File: config.mk
export PLATFORM = sky130hd
export DESIGN_NAME = dds_phase_ctrl
export DESIGN_NICKNAME = d
export VERILOG_FILES = /design/src/rtl/dds_pkg.sv /design/src/rtl/dds_phase_ctrl.sv
export SDC_FILE = /design/constraint.sdc
export NUM_CORES = 1
export LEC_CHECK = 0
export ABC_AREA = 0
export CORE_ASPECT_RATIO = 1.75
export CORE_MARGIN = 2
export CORE_UTILIZATION = 41
export CTS_BUF_LIST = sky130_fd_sc_hd__clkbuf_8
export DETAILED_ROUTE_END_ITERATION = 10
export GPL_TIMING_DRIVEN = 0
export PLACE_DENSITY = 0.67
export SLEW_MARGIN = 20
export SYNTH_ARGS = -nofsm -noshare
export SYNTH_HDL_FRONTEND = slang
export SYNTH_SLANG_ARGS = --single-unit
File: constraint.sdc
create_clock -name clk_i -period 3.59 [get_ports clk_i]
set_clock_uncertainty 0.2 [all_clocks]
set_input_delay 0.5385 -clock clk_i [delete_from_list [all_inputs] [get_ports clk_i]]
set_output_delay 0.5385 -clock clk_i [all_outputs]
set_load 0.01 [all_outputs]
File: src/rtl/dds_pkg.sv
// Shared definitions for the DDS phase-generation stage.
//
// Purpose:
//   Holds the phase/select widths, the waveform select encoding used by the
//   8:1 waveform mux and by register-map code, and the state type of the
//   deferred-select FSM inside dds_phase_ctrl.
//
// Contents:
//   PHASE_W      width of the phase address fed to every waveform generator
//   WAVE_SEL_W   width of the waveform select
//   wave_sel_e   waveform select encoding, WAVE_0..WAVE_7 = 3'd0..3'd7
//   sel_state_e  deferred-select FSM states
//   phaseTop()   extracts the top PHASE_W bits of an accumulator value
package dds_pkg;

    localparam int PHASE_W    = 8;
    localparam int WAVE_SEL_W = 3;

    typedef enum logic [WAVE_SEL_W-1:0] {
        WAVE_0 = 3'd0,
        WAVE_1 = 3'd1,
        WAVE_2 = 3'd2,
        WAVE_3 = 3'd3,
        WAVE_4 = 3'd4,
        WAVE_5 = 3'd5,
        WAVE_6 = 3'd6,
        WAVE_7 = 3'd7
    } wave_sel_e;

    typedef enum logic {
        SEL_IDLE = 1'b0,
        SEL_PEND = 1'b1
    } sel_state_e;

    // The phase address is always the most significant PHASE_W bits of the
    // accumulator, independent of how wide the accumulator is.
    function automatic logic [PHASE_W-1:0] phaseTop(input logic [31:0] accVal,
                                                     input int unsigned accWidth);
        logic [31:0] shifted;
        shifted  = accVal >> (accWidth - PHASE_W);
        phaseTop = shifted[PHASE_W-1:0];
    endfunction

endpackage : dds_pkg

File: src/rtl/dds_phase_ctrl.sv
// DDS phase accumulator and glitch-free waveform select control.
//
// Purpose:
//   Runs the phase accumulator, produces the 8b phase address for the
//   waveform generators and the 3b waveform select for the 8:1 mux. Tuning
//   word and waveform select changes are held back until the accumulator
//   wraps, so the mux output only switches on a period boundary.
//
// Parameters:
//   ACC_WIDTH      accumulator width in bits, must be larger than PHASE_W
//   FTW_SYNC_WRAP  1: new tuning word takes effect at the next wrap
//                  0: new tuning word takes effect on the next clock edge
//
// Ports:
//   clk_i            system clock, all state on the rising edge
//   rst_i            synchronous reset, active-high
//   en_i             accumulate enable
//   ftw_i            frequency tuning word
//   ftw_valid_i      tuning word handshake valid
//   ftw_ready_o      tuning word handshake ready
//   poff_i           phase offset, added to the phase output mod 256
//   sel_req_i        requested waveform select
//   sel_req_valid_i  select request strobe, never back-pressured
//   phase_o          registered phase address
//   sel_o            registered waveform select
//   wrap_o           one-cycle pulse on the first sample of a new period
//   sel_pending_o    a select change is queued
module dds_phase_ctrl
    import dds_pkg::*;
#(
    parameter int ACC_WIDTH     = 24,
    parameter bit FTW_SYNC_WRAP = 1'b1
) (
    input  logic                  clk_i,
    input  logic                  rst_i,
    input  logic                  en_i,
    input  logic [ACC_WIDTH-1:0]  ftw_i,
    input  logic                  ftw_valid_i,
    output logic                  ftw_ready_o,
    input  logic [PHASE_W-1:0]    poff_i,
    input  logic [WAVE_SEL_W-1:0] sel_req_i,
    input  logic                  sel_req_valid_i,
    output logic [PHASE_W-1:0]    phase_o,
    output logic [WAVE_SEL_W-1:0] sel_o,
    output logic                  wrap_o,
    output logic                  sel_pending_o
);

    // Accumulator and phase output state
    logic [ACC_WIDTH-1:0] acc_q, acc_d;
    logic [PHASE_W-1:0]   phase_q, phase_d;
    logic                 wrap_q, wrap_d;

    // Tuning word state: active word plus a one-entry shadow register
    logic [ACC_WIDTH-1:0] ftwAct_q, ftwAct_d;
    logic [ACC_WIDTH-1:0] shadow_q, shadow_d;
    logic                 shadowFull_q, shadowFull_d;

    // Waveform select state
    sel_state_e           selState_q, selState_d;
    wave_sel_e            pendVal_q, pendVal_d;
    wave_sel_e            sel_q, sel_d;

    // Combinational helpers
    logic [ACC_WIDTH:0]   sum;
    logic                 carry;
    logic                 wrapEvent;
    logic                 idle;
    logic                 ftwXfer;
    logic [PHASE_W-1:0]   phaseNext;
    wave_sel_e            selReq;

    // The sum is one bit wider than the accumulator so the top bit is the
    // carry that marks the end of a period. A wrap only counts when the
    // accumulator actually steps. With the accumulator stopped or a zero
    // tuning word no wrap can ever happen, so queued changes are applied
    // immediately instead of waiting forever.
    always_comb begin
        sum       = {1'b0, acc_q} + {1'b0, ftwAct_q};
        carry     = sum[ACC_WIDTH];
        wrapEvent = en_i & carry;
        idle      = ~en_i | (ftwAct_q == '0);
        phaseNext = phaseTop(32'(sum[ACC_WIDTH-1:0]), ACC_WIDTH) + poff_i;
        selReq    = wave_sel_e'(sel_req_i);
        ftwXfer   = ftw_valid_i & ftw_ready_o;
    end

    // In deferred mode the shadow register is the only buffer, so the
    // interface is ready exactly when the shadow is empty. In immediate mode
    // the word goes straight into the active register and is always ready.
    assign ftw_ready_o = FTW_SYNC_WRAP ? ~shadowFull_q : 1'b1;

    // Accumulator step. When disabled the accumulator and phase hold, and the
    // wrap pulse is cleared so it stays exactly one cycle wide.
    always_comb begin
        acc_d   = acc_q;
        phase_d = phase_q;
        wrap_d  = 1'b0;
        if (en_i) begin
            acc_d   = sum[ACC_WIDTH-1:0];
            phase_d = phaseNext;
            wrap_d  = carry;
        end
    end

    // Tuning word path. A shadow that is full can never accept a new word,
    // so the load-from-shadow and capture-into-shadow cases are exclusive.
    // The word loaded at a wrap is used from the following step onward.
    always_comb begin
        ftwAct_d     = ftwAct_q;
        shadow_d     = shadow_q;
        shadowFull_d = shadowFull_q;
        if (FTW_SYNC_WRAP) begin
            if (shadowFull_q && (wrapEvent || idle)) begin
                ftwAct_d     = shadow_q;
                shadowFull_d = 1'b0;
            end
            if (ftwXfer) begin
                shadow_d     = ftw_i;
                shadowFull_d = 1'b1;
            end
        end else begin
            if (ftwXfer) begin
                ftwAct_d = ftw_i;
            end
        end
    end

    // Deferred select FSM. A request that arrives in the carry cycle is
    // applied at that same wrap rather than waiting a whole extra period;
    // a request that arrives while one is already pending replaces it.
    always_comb begin
        selState_d = selState_q;
        pendVal_d  = pendVal_q;
        sel_d      = sel_q;
        unique case (selState_q)
            SEL_IDLE: begin
                if (sel_req_valid_i) begin
                    if (wrapEvent) begin
                        sel_d = selReq;
                    end else begin
                        selState_d = SEL_PEND;
                        pendVal_d  = selReq;
                    end
                end
            end
            SEL_PEND: begin
                if (sel_req_valid_i) begin
                    if (wrapEvent) begin
                        sel_d      = selReq;
                        selState_d = SEL_IDLE;
                    end else begin
                        pendVal_d = selReq;
                    end
                end else if (wrapEvent || idle) begin
                    sel_d      = pendVal_q;
                    selState_d = SEL_IDLE;
                end
            end
            default: begin
                selState_d = SEL_IDLE;
            end
        endcase
    end

    // State registers. Reset discards any queued select and any word waiting
    // in the shadow register.
    always_ff @(posedge clk_i) begin
        if (rst_i) begin
            acc_q        <= '0;
            phase_q      <= '0;
            wrap_q       <= 1'b0;
            ftwAct_q     <= '0;
            shadow_q     <= '0;
            shadowFull_q <= 1'b0;
            selState_q   <= SEL_IDLE;
            pendVal_q    <= WAVE_0;
            sel_q        <= WAVE_0;
        end else begin
            acc_q        <= acc_d;
            phase_q      <= phase_d;
            wrap_q       <= wrap_d;
            ftwAct_q     <= ftwAct_d;
            shadow_q     <= shadow_d;
            shadowFull_q <= shadowFull_d;
            selState_q   <= selState_d;
            pendVal_q    <= pendVal_d;
            sel_q        <= sel_d;
        end
    end

    // Registered outputs
    assign phase_o       = phase_q;
    assign wrap_o        = wrap_q;
    assign sel_o         = sel_q;
    assign sel_pending_o = (selState_q == SEL_PEND);

endmodule : dds_phase_ctrl

==> impl_metrics.py <==
metrics = {
    "detailed_routing": {
        "drtIter0Drc": 197,
        "drt_pre_antenna_iters": 7,
        "via_per_inst": 5.56,
        "wl_mm": 13.1,
        "vias": 4376,
        "wl_per_cell_um": 16.7,
        "drc": 1,
        "ant_nets": 0,
    },
    "floorplan": {
        "ios": 54,
        "die_h_um": 147,
        "core_area_um2": 11500,
        "die_x_um": 86.0,
        "die-area_um2": 12700,
        "initial_core_util": 0.418,
        "rows": 52,
    },
    "critical_path": {
        "reg2regPathDepth": 18,
        "cp-start-kind": "flip-flop",
        "reg2reg_to": "phase_o[6]",
        "crit_chain": "ha_4, inv_2, fa_2, nor2b_2, o31a_1, a31oi_4, a21oi_4, or3_4, a31oi_4, xnor2_2, ha_4, a21o_1, a21o_1, a21o_1, a21oi_2, xnor2_1, mux2i_1, nor2_1",
        "cp_data_required_time_ns": 3.63,
        "crit_type": "flip-flop to flip-flop",
        "path_common_cell": "a21o_1",
        "slowest_stage": "or3_4",
        "critPathCaptureType": "flip-flop",
        "critPathArrivalTime_ns": 3.91,
        "crit_fanout": 4,
        "cp-startpoint": "ftwAct_q[0]",
        "r2r_slack_ns": -0.28,
        "endpoint": "phase_o[6]",
        "cpPeakStageDelay_ns": 0.41,
        "cp_num_cells": 18,
        "path_buf_inv": 1,
        "crit_family": "compound AO/OA/AOI/OAI gates",
        "reg2reg_from": "ftwAct_q[0]",
    },
    "synthesis": {
        "synth_area_per_cell_um2": 8.54,
        "netlist_area_um2": 4820,
        "synth_largest_area_cell": "dfxtp_1",
        "synthMuxAreaShare": 0.104,
        "synth_top_family_by_area": "simple AND/OR/NAND/NOR gates",
        "synth_compound_area_frac": 0.177,
        "synth_top_cells_by_count": "89 x dfxtp_1, 79 x nor2_1, 76 x nand2_1, 50 x mux2i_1, 49 x a21oi_1",
        "synthArstFlopShare": 0,
        "ys_seq_area_frac": 0.370,
        "synth-xor-area-share": 0.0473,
        "syn_inst": 564,
        "ys_ff_latch": 89,
        "ys_types": 53,
        "synthMostInstantiatedCell": "dfxtp_1",
        "synth_top_area_frac": 0.370,
        "synthTopCellsByArea": "dfxtp_1 37%, mux2i_1 10%, ha_1 8.0%, nor2_1 6.2%, nand2_1 5.9%",
        "ys.flop_type": "dfxtp_1",
        "synth_edf_count": 0,
        "syn_nets": 637,
        "synth_fa_ha_area_frac": 0.0888,
        "yosysWarnings": 0,
        "synth-simple-area-share": 0.183,
    },
    "pwr": {
        "pwr-share-clk": 0.323,
        "leakage_nw": 2.51,
        "intPower_mw": 1.70,
        "p_sw_mw": 0.718,
        "finalPower_mw": 2.42,
        "seq_power_share": 0.450,
        "vdd_drop_max_v": 0.000246,
        "combPwrFrac": 0.227,
        "switching_share": 0.297,
        "power_density_nw_per_um2": 394,
    },
    "global_route": {
        "antenna_found_initial": 0,
        "grt_pass1_vias": 4311,
        "grt-ovfl-total": 0,
        "grt_pass1_wl_mm": 20.8,
        "grt_max_degree": 17,
        "grt_util_all_layers": 0.211,
    },
    "clock_tree": {
        "clkTransAtPathRegs_ns": 0.10,
        "postCtsHoldBufs": 0,
        "htree_levels": 3,
        "clock-sinks": 89,
        "cts_buffers": 9,
        "cts_buffer_depth": 2,
        "cts_tree": "yes",
        "root_buffer": "clkbuf_8",
        "insertion_delay_ns": 0.38,
    },
    "place": {
        "io_buffers": 53,
        "routabilityCongestion": 0.914,
        "dp_hpwl_mm": 9.94,
        "post-place-ws_ns": -0.728,
    },
    "cells_and_area": {
        "drive_gt1_frac": 0.130,
        "areaGrowthSynthToFinish_pct": 27.4,
        "final_nets": 720,
        "n_antenna_cell": 0,
        "post-route-util": 0.533,
        "fillers": 1057,
    },
    "timing": {
        "fin_ws_ns": -0.283,
        "holdWs_ns": 0.258,
        "finalSetupViolations": 3,
        "achievable-frequency_ghz": 0.258,
        "fin_crit_ns": 3.87,
        "hold_viol": 0,
        "timing.slew.headroom": 0.476,
        "rsz0062_at_grt": "yes",
        "fin_crit_sh": 1.08,
        "worstMarginPinSlew_ns": 0.786,
        "slew_violations": 0,
    },
    "run_status": {
        "violations": "DRC, setup timing",
        "status": "finished, violations left",
    },
    "worst_hold_path": {
        "min_from": "shadow_q[9]",
        "hold_class": "flip-flop to flip-flop",
    },
    "job": {
        "maxCapViolations": 0,
    },
}
==> registers in the layout, indices dropped and copies added, names as in the netlist <==
name,flops
acc_q,24
ftwAct_q,24
shadow_q,24
phase_o,8
pendVal_q,3
sel_o,3
sel_pending_o,1
shadowFull_q,1
wrap_o,1
==> per-stage QoR <==
| step | instances | instance area, µm² | TNS (ns) |
|---|---|---|---|
| after CTS | 780 | 6010 | -0.558 |
| after detailed placement | 752 | 5570 | -2.40 |
| after global placement | 752 | 5570 | -2.17 |
| after global routing | 787 | 6140 | -1.11 |
| after floorplan | 564 | 4870 | -0.380 |
| final | 787 | 6140 | -0.670 |
==> worst min-delay path, stage by stage, from the launching register on <==
cell	delay, ns
dfxtp_1	0.32
nand2_1	0.05
a21oi_1	0.05
==> layout make-up <==
type                            instances  area [µm²]  share of cell area
Buffer                                 26         105              0.0171
Clock buffer                            9         124              0.0202
Clock inverter                          7         101              0.0165
Inverter                               11        41.3             0.00673
Multi-Input combinational cell        437        3120               0.508
Sequential cell                        89        1790               0.292
Tap cell                              135         169              0.0275
Timing Repair Buffer                   73         688               0.112
==> power by group through the flow <==
stage                     Combinational [mW]  Sequential, mW  Clock, mW
after floorplan                        0.347            1.10          0
after global placement                 0.511            1.11          0
after detailed placement               0.521            1.11          0
after CTS                              0.539            1.09      0.795
after global routing                   0.597            1.09      0.836
final                                  0.548            1.09      0.781
==> repair_timing <==
item,4_1_cts,5_1_grt
pin swaps,25,21
setup endpoints to repair,7,5
resized for setup,21,15
buffers inserted,13,7
==> layout by cell type, fill, tap and decap left out, drive strengths merged, types with 9 or more instances in the layout <==
master and count:
o21ai 20, buf 27, a21oi 52, clkbuf 28, a21o 10, inv 13, nor2 80, a211oi 9
dfxtp 89, clkdlybuf4s50 53, mux2i 50, nand2 76, xnor2 21, ha 31
==> routing by layer <==
metal	global-route usage	routed length, µm	part of all wire	up-vias
met1	0.208	4880	0.37	2062
li1	-	-	-	2160
met5	0	0	0	-
met4	0.122	635	0.048	0
met3	0.0279	405	0.031	44
met2	0.404	7190	0.55	110
==> kinds of logic (layout without fill, tap and decap cells) <==
family,after synthesis,count (layout)
AOI/OAI and AO/OA,128,128
and+or+nand+nor,200,200
muxes,50,50
adders and majority gates,33,33
buffers and inverters,38,126
xor gates and xnor gates,26,26
DFF,89,89
==> worst min path at each step <==
stage                              end  slack, ns  cells after the start
after CTS                  shadow_q[8]       0.26                      2
after global placement    shadow_q[16]       0.25                      2
after global routing       shadow_q[8]       0.27                      2
final                      shadow_q[9]       0.26                      2
after detailed placement   shadow_q[8]       0.25                      2
after floorplan            shadow_q[0]       0.24                      2
Note: power is estimated with default switching activity, not from simulation.
